### src/rtl/iommu_cfg_pkg.sv
// Shared definitions for the IOMMU configuration AXI4-Lite bridge.
//   - AXI response encodings
//   - bridge FSM state enum
//   - default IOMMU programming window taken from the SoC address map
package iommu_cfg_pkg;

    // SoC address-map constants for the IOMMU programming window.
    localparam logic [63:0] IOMMU_BASE   = 64'h0000_0000_5001_0000;
    localparam logic [63:0] IOMMU_LENGTH = 64'h0000_0000_0000_1000;

    // AXI response codes.
    localparam logic [1:0] RESP_OKAY   = 2'b00;
    localparam logic [1:0] RESP_SLVERR = 2'b10;
    localparam logic [1:0] RESP_DECERR = 2'b11;

    typedef enum logic [2:0] {
        IDLE,
        WR_ACC,
        WR_RESP,
        RD_ACC,
        RD_RESP
    } state_e;

endpackage

### src/rtl/iommu_cfg_addr_decode.sv
// Combinational address check for the IOMMU programming window.
// Ports:
//   addr    in   AXI byte address
//   decerr  out  address lies outside [BaseAddr, BaseAddr+WinLength)
//   slverr  out  address is inside the window but not aligned to DataWidth
//   offset  out  byte offset of addr within the window
module iommu_cfg_addr_decode
    import iommu_cfg_pkg::*;
#(
    parameter int          AddrWidth = 64,
    parameter int          DataWidth = 64,
    parameter logic [63:0] BaseAddr  = IOMMU_BASE,
    parameter logic [63:0] WinLength = IOMMU_LENGTH,
    parameter int          OffWidth  = 12
) (
    input  logic [AddrWidth-1:0] addr,
    output logic                 decerr,
    output logic                 slverr,
    output logic [OffWidth-1:0]  offset
);

    localparam int                   AlignBits = $clog2(DataWidth / 8);
    localparam logic [AddrWidth-1:0] Base      = BaseAddr[AddrWidth-1:0];
    localparam logic [AddrWidth-1:0] Len       = WinLength[AddrWidth-1:0];

    logic [AddrWidth-1:0] rel;
    logic                 in_window;
    logic                 aligned;

    // The window test uses a subtraction rather than Base+Len so that a
    // window ending at the top of the address space cannot wrap.
    always_comb begin
        rel       = addr - Base;
        in_window = (addr >= Base) && (rel < Len);
        aligned   = (addr[AlignBits-1:0] == '0);
        decerr    = !in_window;
        slverr    = in_window && !aligned;
        offset    = rel[OffWidth-1:0];
    end

endmodule

### src/rtl/iommu_cfg_axil_bridge.sv
// AXI4-Lite slave to register-bus master bridge for the IOMMU_CFG crossbar
// slave port. One transaction in flight; out-of-window accesses answer
// DECERR, misaligned in-window accesses answer SLVERR, and only clean
// accesses reach the register bus as window offsets.
// Ports:
//   clk_i, rst_i                    clock, synchronous active-high reset
//   aw_*/w_*/b_*                    AXI4-Lite write address/data/response
//   ar_*/r_*                        AXI4-Lite read address/data
//   reg_req_o/reg_we_o/reg_addr_o   register request, direction, offset
//   reg_wdata_o/reg_wstrb_o         register write data and strobes
//   reg_ready_i/reg_rdata_i/reg_error_i  register completion, data, error
// Build option: define IOMMU_CFG_BRIDGE_TIMEOUT_EN to add a watchdog that
// ends an access with SLVERR after TimeoutCycles cycles without reg_ready_i.
module iommu_cfg_axil_bridge
    import iommu_cfg_pkg::*;
#(
    parameter int          AddrWidth     = 64,
    parameter int          DataWidth     = 64,
    parameter logic [63:0] BaseAddr      = IOMMU_BASE,
    parameter logic [63:0] WinLength     = IOMMU_LENGTH,
    parameter int          OffWidth      = 12,
    parameter int          TimeoutCycles = 256
) (
    input  logic                   clk_i,
    input  logic                   rst_i,
    input  logic                   aw_valid_i,
    output logic                   aw_ready_o,
    input  logic [AddrWidth-1:0]   aw_addr_i,
    input  logic                   w_valid_i,
    output logic                   w_ready_o,
    input  logic [DataWidth-1:0]   w_data_i,
    input  logic [DataWidth/8-1:0] w_strb_i,
    output logic                   b_valid_o,
    input  logic                   b_ready_i,
    output logic [1:0]             b_resp_o,
    input  logic                   ar_valid_i,
    output logic                   ar_ready_o,
    input  logic [AddrWidth-1:0]   ar_addr_i,
    output logic                   r_valid_o,
    input  logic                   r_ready_i,
    output logic [DataWidth-1:0]   r_data_o,
    output logic [1:0]             r_resp_o,
    output logic                   reg_req_o,
    output logic                   reg_we_o,
    output logic [OffWidth-1:0]    reg_addr_o,
    output logic [DataWidth-1:0]   reg_wdata_o,
    output logic [DataWidth/8-1:0] reg_wstrb_o,
    input  logic                   reg_ready_i,
    input  logic [DataWidth-1:0]   reg_rdata_i,
    input  logic                   reg_error_i
);

    localparam int StrbWidth = DataWidth / 8;

    state_e                 state_q, state_d;
    logic                   prio_wr_q;     // 1: write wins the next tie
    logic [OffWidth-1:0]    off_q;
    logic [DataWidth-1:0]   wdata_q;
    logic [StrbWidth-1:0]   wstrb_q;
    logic [DataWidth-1:0]   rdata_q;
    logic [1:0]             resp_q;

    logic                   wr_cand, rd_cand;
    logic                   grant_wr, grant_rd;
    logic                   in_acc;
    logic                   tmo_expire;
    logic [AddrWidth-1:0]   dec_addr;
    logic                   dec_decerr, dec_slverr;
    logic [OffWidth-1:0]    dec_off;

    // NOTE: every signal written in an always_comb gets a default before any
    // branch; a path that leaves one unassigned would infer a latch.
    always_comb begin
        wr_cand  = aw_valid_i && w_valid_i;
        rd_cand  = ar_valid_i;
        grant_wr = (state_q == IDLE) && wr_cand && (!rd_cand || prio_wr_q);
        grant_rd = (state_q == IDLE) && rd_cand && (!wr_cand || !prio_wr_q);
        // Decode the address being latched this cycle so an error response
        // can be raised on the very next cycle.
        dec_addr = grant_wr ? aw_addr_i : ar_addr_i;
        in_acc   = (state_q == WR_ACC) || (state_q == RD_ACC);
    end

    iommu_cfg_addr_decode #(
        .AddrWidth (AddrWidth),
        .DataWidth (DataWidth),
        .BaseAddr  (BaseAddr),
        .WinLength (WinLength),
        .OffWidth  (OffWidth)
    ) u_decode (
        .addr   (dec_addr),
        .decerr (dec_decerr),
        .slverr (dec_slverr),
        .offset (dec_off)
    );

`ifdef IOMMU_CFG_BRIDGE_TIMEOUT_EN
    localparam int                  TmoWidth = $clog2(TimeoutCycles + 1);
    localparam logic [TmoWidth-1:0] TmoLast  = TmoWidth'(TimeoutCycles - 1);

    logic [TmoWidth-1:0] tmo_q;

    // Counts ACC cycles; clears whenever the FSM is outside an ACC state.
    always_ff @(posedge clk_i) begin
        if (rst_i || !in_acc) begin
            tmo_q <= '0;
        end else begin
            tmo_q <= tmo_q + 1'b1;
        end
    end

    // A completion in the expiry cycle wins over the watchdog.
    assign tmo_expire = in_acc && (tmo_q == TmoLast) && !reg_ready_i;
`else
    assign tmo_expire = 1'b0;
`endif

    always_comb begin
        state_d    = state_q;
        aw_ready_o = 1'b0;
        w_ready_o  = 1'b0;
        ar_ready_o = 1'b0;
        reg_req_o  = 1'b0;
        reg_we_o   = 1'b0;
        b_valid_o  = 1'b0;
        r_valid_o  = 1'b0;
        unique case (state_q)
            IDLE: begin
                if (grant_wr) begin
                    aw_ready_o = 1'b1;
                    w_ready_o  = 1'b1;
                    state_d    = (dec_decerr || dec_slverr) ? WR_RESP : WR_ACC;
                end else if (grant_rd) begin
                    ar_ready_o = 1'b1;
                    state_d    = (dec_decerr || dec_slverr) ? RD_RESP : RD_ACC;
                end
            end
            WR_ACC: begin
                reg_req_o = 1'b1;
                reg_we_o  = 1'b1;
                if (reg_ready_i || tmo_expire) state_d = WR_RESP;
            end
            RD_ACC: begin
                reg_req_o = 1'b1;
                if (reg_ready_i || tmo_expire) state_d = RD_RESP;
            end
            WR_RESP: begin
                b_valid_o = 1'b1;
                if (b_ready_i) state_d = IDLE;
            end
            RD_RESP: begin
                r_valid_o = 1'b1;
                if (r_ready_i) state_d = IDLE;
            end
            default: state_d = IDLE;
        endcase
    end

    // NOTE: sequential state is updated with non-blocking assignments only,
    // so every register samples the pre-edge values of the others.
    always_ff @(posedge clk_i) begin
        if (rst_i) begin
            state_q <= IDLE;
        end else begin
            state_q <= state_d;
        end
    end

    always_ff @(posedge clk_i) begin
        if (rst_i) begin
            prio_wr_q <= 1'b1;
            off_q     <= '0;
            wdata_q   <= '0;
            wstrb_q   <= '0;
            rdata_q   <= '0;
            resp_q    <= RESP_OKAY;
        end else if (grant_wr || grant_rd) begin
            prio_wr_q <= !prio_wr_q;
            off_q     <= dec_off;
            wdata_q   <= grant_wr ? w_data_i : '0;
            wstrb_q   <= grant_wr ? w_strb_i : '0;
            rdata_q   <= '0;
            resp_q    <= dec_decerr ? RESP_DECERR
                       : (dec_slverr ? RESP_SLVERR : RESP_OKAY);
        end else if (in_acc && reg_ready_i) begin
            resp_q  <= reg_error_i ? RESP_SLVERR : RESP_OKAY;
            rdata_q <= (state_q == RD_ACC && !reg_error_i) ? reg_rdata_i : '0;
        end else if (tmo_expire) begin
            resp_q  <= RESP_SLVERR;
            rdata_q <= '0;
        end
    end

    assign reg_addr_o  = off_q;
    assign reg_wdata_o = wdata_q;
    assign reg_wstrb_o = wstrb_q;
    assign b_resp_o    = (state_q == WR_RESP) ? resp_q : RESP_OKAY;
    assign r_resp_o    = (state_q == RD_RESP) ? resp_q : RESP_OKAY;
    assign r_data_o    = (state_q == RD_RESP) ? rdata_q : '0;

endmodule

### config.mk
export PLATFORM = sky130hd
export DESIGN_NAME = iommu_cfg_axil_bridge
export DESIGN_NICKNAME = d
export VERILOG_FILES = /design/src/rtl/iommu_cfg_pkg.sv /design/src/rtl/iommu_cfg_addr_decode.sv /design/src/rtl/iommu_cfg_axil_bridge.sv
export SDC_FILE = /design/constraint.sdc
export NUM_CORES = 1
export LEC_CHECK = 0
export CAP_MARGIN = 25
export CORE_AREA = 2 2 167 169
export CTS_CLUSTER_SIZE = 40
export DETAILED_ROUTE_END_ITERATION = 8
export DIE_AREA = 0 0 169 171
export GPL_TIMING_DRIVEN = 1
export PLACE_DENSITY_LB_ADDON = 0.08
export SYNTH_ARGS = -nofsm -noshare
export SYNTH_HDL_FRONTEND = slang
export SYNTH_SLANG_ARGS = --single-unit
### constraint.sdc
create_clock -name clk_i -period 11.3 [get_ports clk_i]
set_input_delay 2.26 -clock clk_i [delete_from_list [all_inputs] [get_ports clk_i]]
set_output_delay 2.26 -clock clk_i [all_outputs]
set_load 0.01 [all_outputs]
==> results.md <==
* Classification of the worst setup path: in -> out
* Mux cell area share after synthesis at 4.45%
* Synth Instances at 809
* Core Footprint at 27300 sq um
* Chain of cells forming the critical path: clkdlybuf4s50_1 -> nand2_1 -> nor3_4 -> buf_4 -> clkdlybuf4s50_1
* Flip-flop and latch count after synthesis at 154
* Hold path depth at 1
* Ys Warns at 0
* VDD IR max at 0.0723 mV
* Initial antenna violation count at 1
* Wirelength per Cell at 19.3 um
* Slowest-stage cell, CP: sky130_fd_sc_hd__clkdlybuf4s50_1
* CTS Buffer Depth at 2
* Post-synthesis compound-gate area fraction at 24.4%
* Setup repair after global routing missed its margin: false
* Drt first-iter violations at 558
* Clk Tree Root Cell: sky130_fd_sc_hd__clkbuf_16
* GRT Total Usage at 19.8%
* Final-report hold violation count at 0
* Synth cell types at 66
* Gp weighted congestion at 0.856
* Die outline area at 28900 sq um
* Class of the most critical hold timing path: reg -> reg
* Largest fanout on the critical path at 24
* Power density of the placed cells at 131 nW/um^2
* DR DRC count at 0
* Clock-pin slew on the worst setup and hold paths at 60 ps
* Post-synthesis instance area at 7250 sq um
* Library cell with the largest summed area after synthesis: sky130_fd_sc_hd__dfxtp_1
* Final max-slew violation count at 0
* Startpoint Class: input pin
* Top FF cell, synth: sky130_fd_sc_hd__dfxtp_1
* Number of maximum-capacitance constraint violations at 0
* Final Cycle Share at 56.2%
* Status: finished clean
* Critical path capture point type: output port
* Fin Setup TNS at 0 ps
* Dpl hpwl at 22.0 mm
* Number of port buffers at 431
* Routed Antenna Nets at 0
* Largest family of logic cells by synthesized area: compound AO/OA/AOI/OAI gates
* Slowest stage delay, CP at 620 ps
* Die width at 169 um
* H-tree depth reported by CTS at 4
* Area overhead of the layout relative to synthesis at 71.1%
* Data required time at the worst endpoint at 9040 ps
* Fraction of the yosys area taken by sequential cells at 42.5%
* Initial Utilization at 26.5%
* LEAKAGE at 0.00448 uW
* Skew-Pair Late Insertion Delay at 430 ps
* Total clock sinks at 154
* Average footprint of a synthesized cell at 8.96 sq um
* Share of final-layout standard cells stronger than drive strength 1 at 4.43%
* Final worst path period need at 6350 ps
* Diode insertion count for antenna repair at 0
* Placement row count at 61
* Final setup viols at 0
* EDFF count, synth at 0
* Detailed-routing iteration count for the pre-antenna-repair pass at 5
* Number of setup buffers added after CTS at 0
* First-pass GRT wire length at 44.7 mm
* Reg2reg path depth at 13
* Maximum number of pins on one net before global-route repair at 73
* Drt via density at 5.03
* Most area-consuming cells after synthesis: sky130_fd_sc_hd__dfxtp_1 (43%), sky130_fd_sc_hd__a22o_1 (8.9%), sky130_fd_sc_hd__a22oi_1 (6.6%), sky130_fd_sc_hd__and2_1 (6.0%), sky130_fd_sc_hd__nor2_1 (5.5%)
* Hold-fix buffers, CTS at 0
* TritonCTS clock tree: yes
* Most Frequent Cell on Critical Path: sky130_fd_sc_hd__clkdlybuf4s50_1
* Area share of fa/ha/maj cells after synthesis at 0.311%
* Highest clock frequency the design can meet at 0.158 GHz
* Net count, final at 1480
* Actual slew at the worst max-slew pin at 986 ps
* Boundary pin count at 432
* Crit path depth at 5
* Critical path's top delay family: buffers and inverters
* Area share of xor/xnor cells in the synthesized design at 0.483%
* Overall overflow remaining after global route at 0
* Area share of the largest cell type after synthesis at 42.5%
* Remaining max-slew budget at the tightest pin at 34.1%
* Inserted Clock Buffers at 17
* Via count at 7871
* Final wirelength at 30.2 mm
* Buffers and inverters on the worst path at 3
* Post-Synthesis Net Count at 1083
* Number of global-route vias before repair at 7772
* Y dimension of the die at 171 um
* Total power consumption of the routed design at 1620 uW
* Resized Gates After CTS at 0
* Share of flip-flops with an asynchronous set or reset at 0%
* Arrival time reported for the critical path endpoint at 4090 ps
* Post-Route Skew at 18.8 ps
* Synthesized-area fraction occupied by and/or/nand/nor cells at 23.9%
[cell usage in the layout (no fill, tap or decap), types with 16 or more instances in the layout]
cell                              instances
sky130_fd_sc_hd__a22o_1                  74
sky130_fd_sc_hd__a22oi_1                 64
sky130_fd_sc_hd__and2_1                  70
sky130_fd_sc_hd__clkbuf_16               17
sky130_fd_sc_hd__clkdlybuf4s50_1        431
sky130_fd_sc_hd__dfxtp_1                154
sky130_fd_sc_hd__mux2i_1                 30
sky130_fd_sc_hd__nand2_1                 26
sky130_fd_sc_hd__nand4_1                 16
sky130_fd_sc_hd__nor2_1                 104
sky130_fd_sc_hd__nor4_1                  17
sky130_fd_sc_hd__or3_1                   17
[cells in the mapped netlist (2+ instances only)]
master and n:
sky130_fd_sc_hd__o41ai_1 2, sky130_fd_sc_hd__a211o_1 2, sky130_fd_sc_hd__o22ai_1 5, sky130_fd_sc_hd__dfxtp_1 154, sky130_fd_sc_hd__a21oi_1 15, sky130_fd_sc_hd__or2_2 2
sky130_fd_sc_hd__mux2_2 2, sky130_fd_sc_hd__o31ai_1 3, sky130_fd_sc_hd__xnor2_1 4, sky130_fd_sc_hd__a311oi_1 2, sky130_fd_sc_hd__nand3_1 9, sky130_fd_sc_hd__a2111oi_0 6
sky130_fd_sc_hd__a211oi_1 15, sky130_fd_sc_hd__nor4_1 17, sky130_fd_sc_hd__and4b_1 4, sky130_fd_sc_hd__and4_1 2, sky130_fd_sc_hd__nand4_1 16, sky130_fd_sc_hd__buf_1 6
sky130_fd_sc_hd__a221o_1 2, sky130_fd_sc_hd__nor3_1 14, sky130_fd_sc_hd__buf_2 3, sky130_fd_sc_hd__or3_1 17, sky130_fd_sc_hd__nand2_1 27, sky130_fd_sc_hd__nand2b_1 3
sky130_fd_sc_hd__a22o_1 74, sky130_fd_sc_hd__and3_1 3, sky130_fd_sc_hd__nand3b_1 2, sky130_fd_sc_hd__a32oi_1 4, sky130_fd_sc_hd__nor2_1 106, sky130_fd_sc_hd__a31oi_1 5
sky130_fd_sc_hd__o311ai_0 2, sky130_fd_sc_hd__mux2i_1 30, sky130_fd_sc_hd__o211a_1 3, sky130_fd_sc_hd__inv_1 7, sky130_fd_sc_hd__a22oi_1 64, sky130_fd_sc_hd__or4_1 15
sky130_fd_sc_hd__clkbuf_1 49, sky130_fd_sc_hd__and2_1 70, sky130_fd_sc_hd__buf_6 2, sky130_fd_sc_hd__o21ai_0 9, sky130_fd_sc_hd__nor3b_1 7
[final cells by class]
type	count	area, sq um
tap	346	433
timing repair buffer	439	4370
fill	2705	14900
clock buffer	18	439
sequential	154	3080
clock inverter	13	135
multi-input combinational	586	3910
inverter	8	32.5
[cell families (layout without fill, tap and decap cells)]
kind of cell | Yosys count | after routing
AO/OA/AOI/OAI | 226 | 226
XOR/XNOR | 4 | 4
adder cells (fa/ha/maj) | 2 | 2
buffers and inverters | 69 | 478
flip-flops | 154 | 154
multiplexers | 32 | 32
AND/OR/NAND/NOR | 322 | 322
[where the power goes]
group	internal, uW	switching [uW]
logic	225	222
clock network	314	251
registers	582	26.0
[registers in the layout, indices dropped and copies added, names as in the netlist]
signal / count
resp_q: 2
reg_addr_o: 12
prio_wr_q: 1
rdata_q: 64
reg_wdata_o: 64
reg_wstrb_o: 8
state_q: 3
[metal layers]
metal	part of all wire, %	global-route usage, %	vias up
met1	40	23.4	3664
li1	-	-	3841
met4	1.7	5.57	2
met3	8.7	6.71	35
met2	49	34.3	329
met5	0.043	0	-
[worst paths after layout]
| check | start | to | slack, ps |
|---|---|---|---|
| hold reg to reg | reg_wstrb_o[5]$_SDFFE_PP0P_ | reg_wstrb_o[5]$_SDFFE_PP0P_ | 470 |
| hold / removal | reg_wstrb_o[5]$_SDFFE_PP0P_ | reg_wstrb_o[5]$_SDFFE_PP0P_ | 470 |
| setup / recovery | aw_valid_i | aw_ready_o | 4950 |
| setup reg to reg | state_q[0]$_SDFFE_PP0P_ | state_q[1]$_SDFFE_PP0P_ | 6900 |
[metrics by stage]
step           std cells  util (%)  setup WS [ps]  instance area, sq um  hold WS [ps]
5_1_grt             1564      45.4           4730                 12400           485
3_5_place_dp        1533      43.3           4630                 11800           456
6_report            1564      45.4           4950                 12400           474
3_3_place_gp        1533      43.3           4680                 11800           455
2_1_floorplan        809         -           5650                  7250           455
4_1_cts             1564      45.4           4950                 12400           476
[worst register-to-register path: stages, from the launching register on]
cell	delay, ps
sky130_fd_sc_hd__dfxtp_1	400
sky130_fd_sc_hd__or3_1	500
sky130_fd_sc_hd__nor3_4	270
sky130_fd_sc_hd__buf_4	330
sky130_fd_sc_hd__inv_4	360
sky130_fd_sc_hd__or4_1	580
sky130_fd_sc_hd__a32oi_1	260
sky130_fd_sc_hd__nand4_1	150
sky130_fd_sc_hd__nor4_1	280
sky130_fd_sc_hd__nand4_1	210
sky130_fd_sc_hd__or3_1	390
sky130_fd_sc_hd__ha_1	270
sky130_fd_sc_hd__o211ai_1	160
sky130_fd_sc_hd__a21oi_1	80
Note: power is estimated with default switching activity, not from simulation.
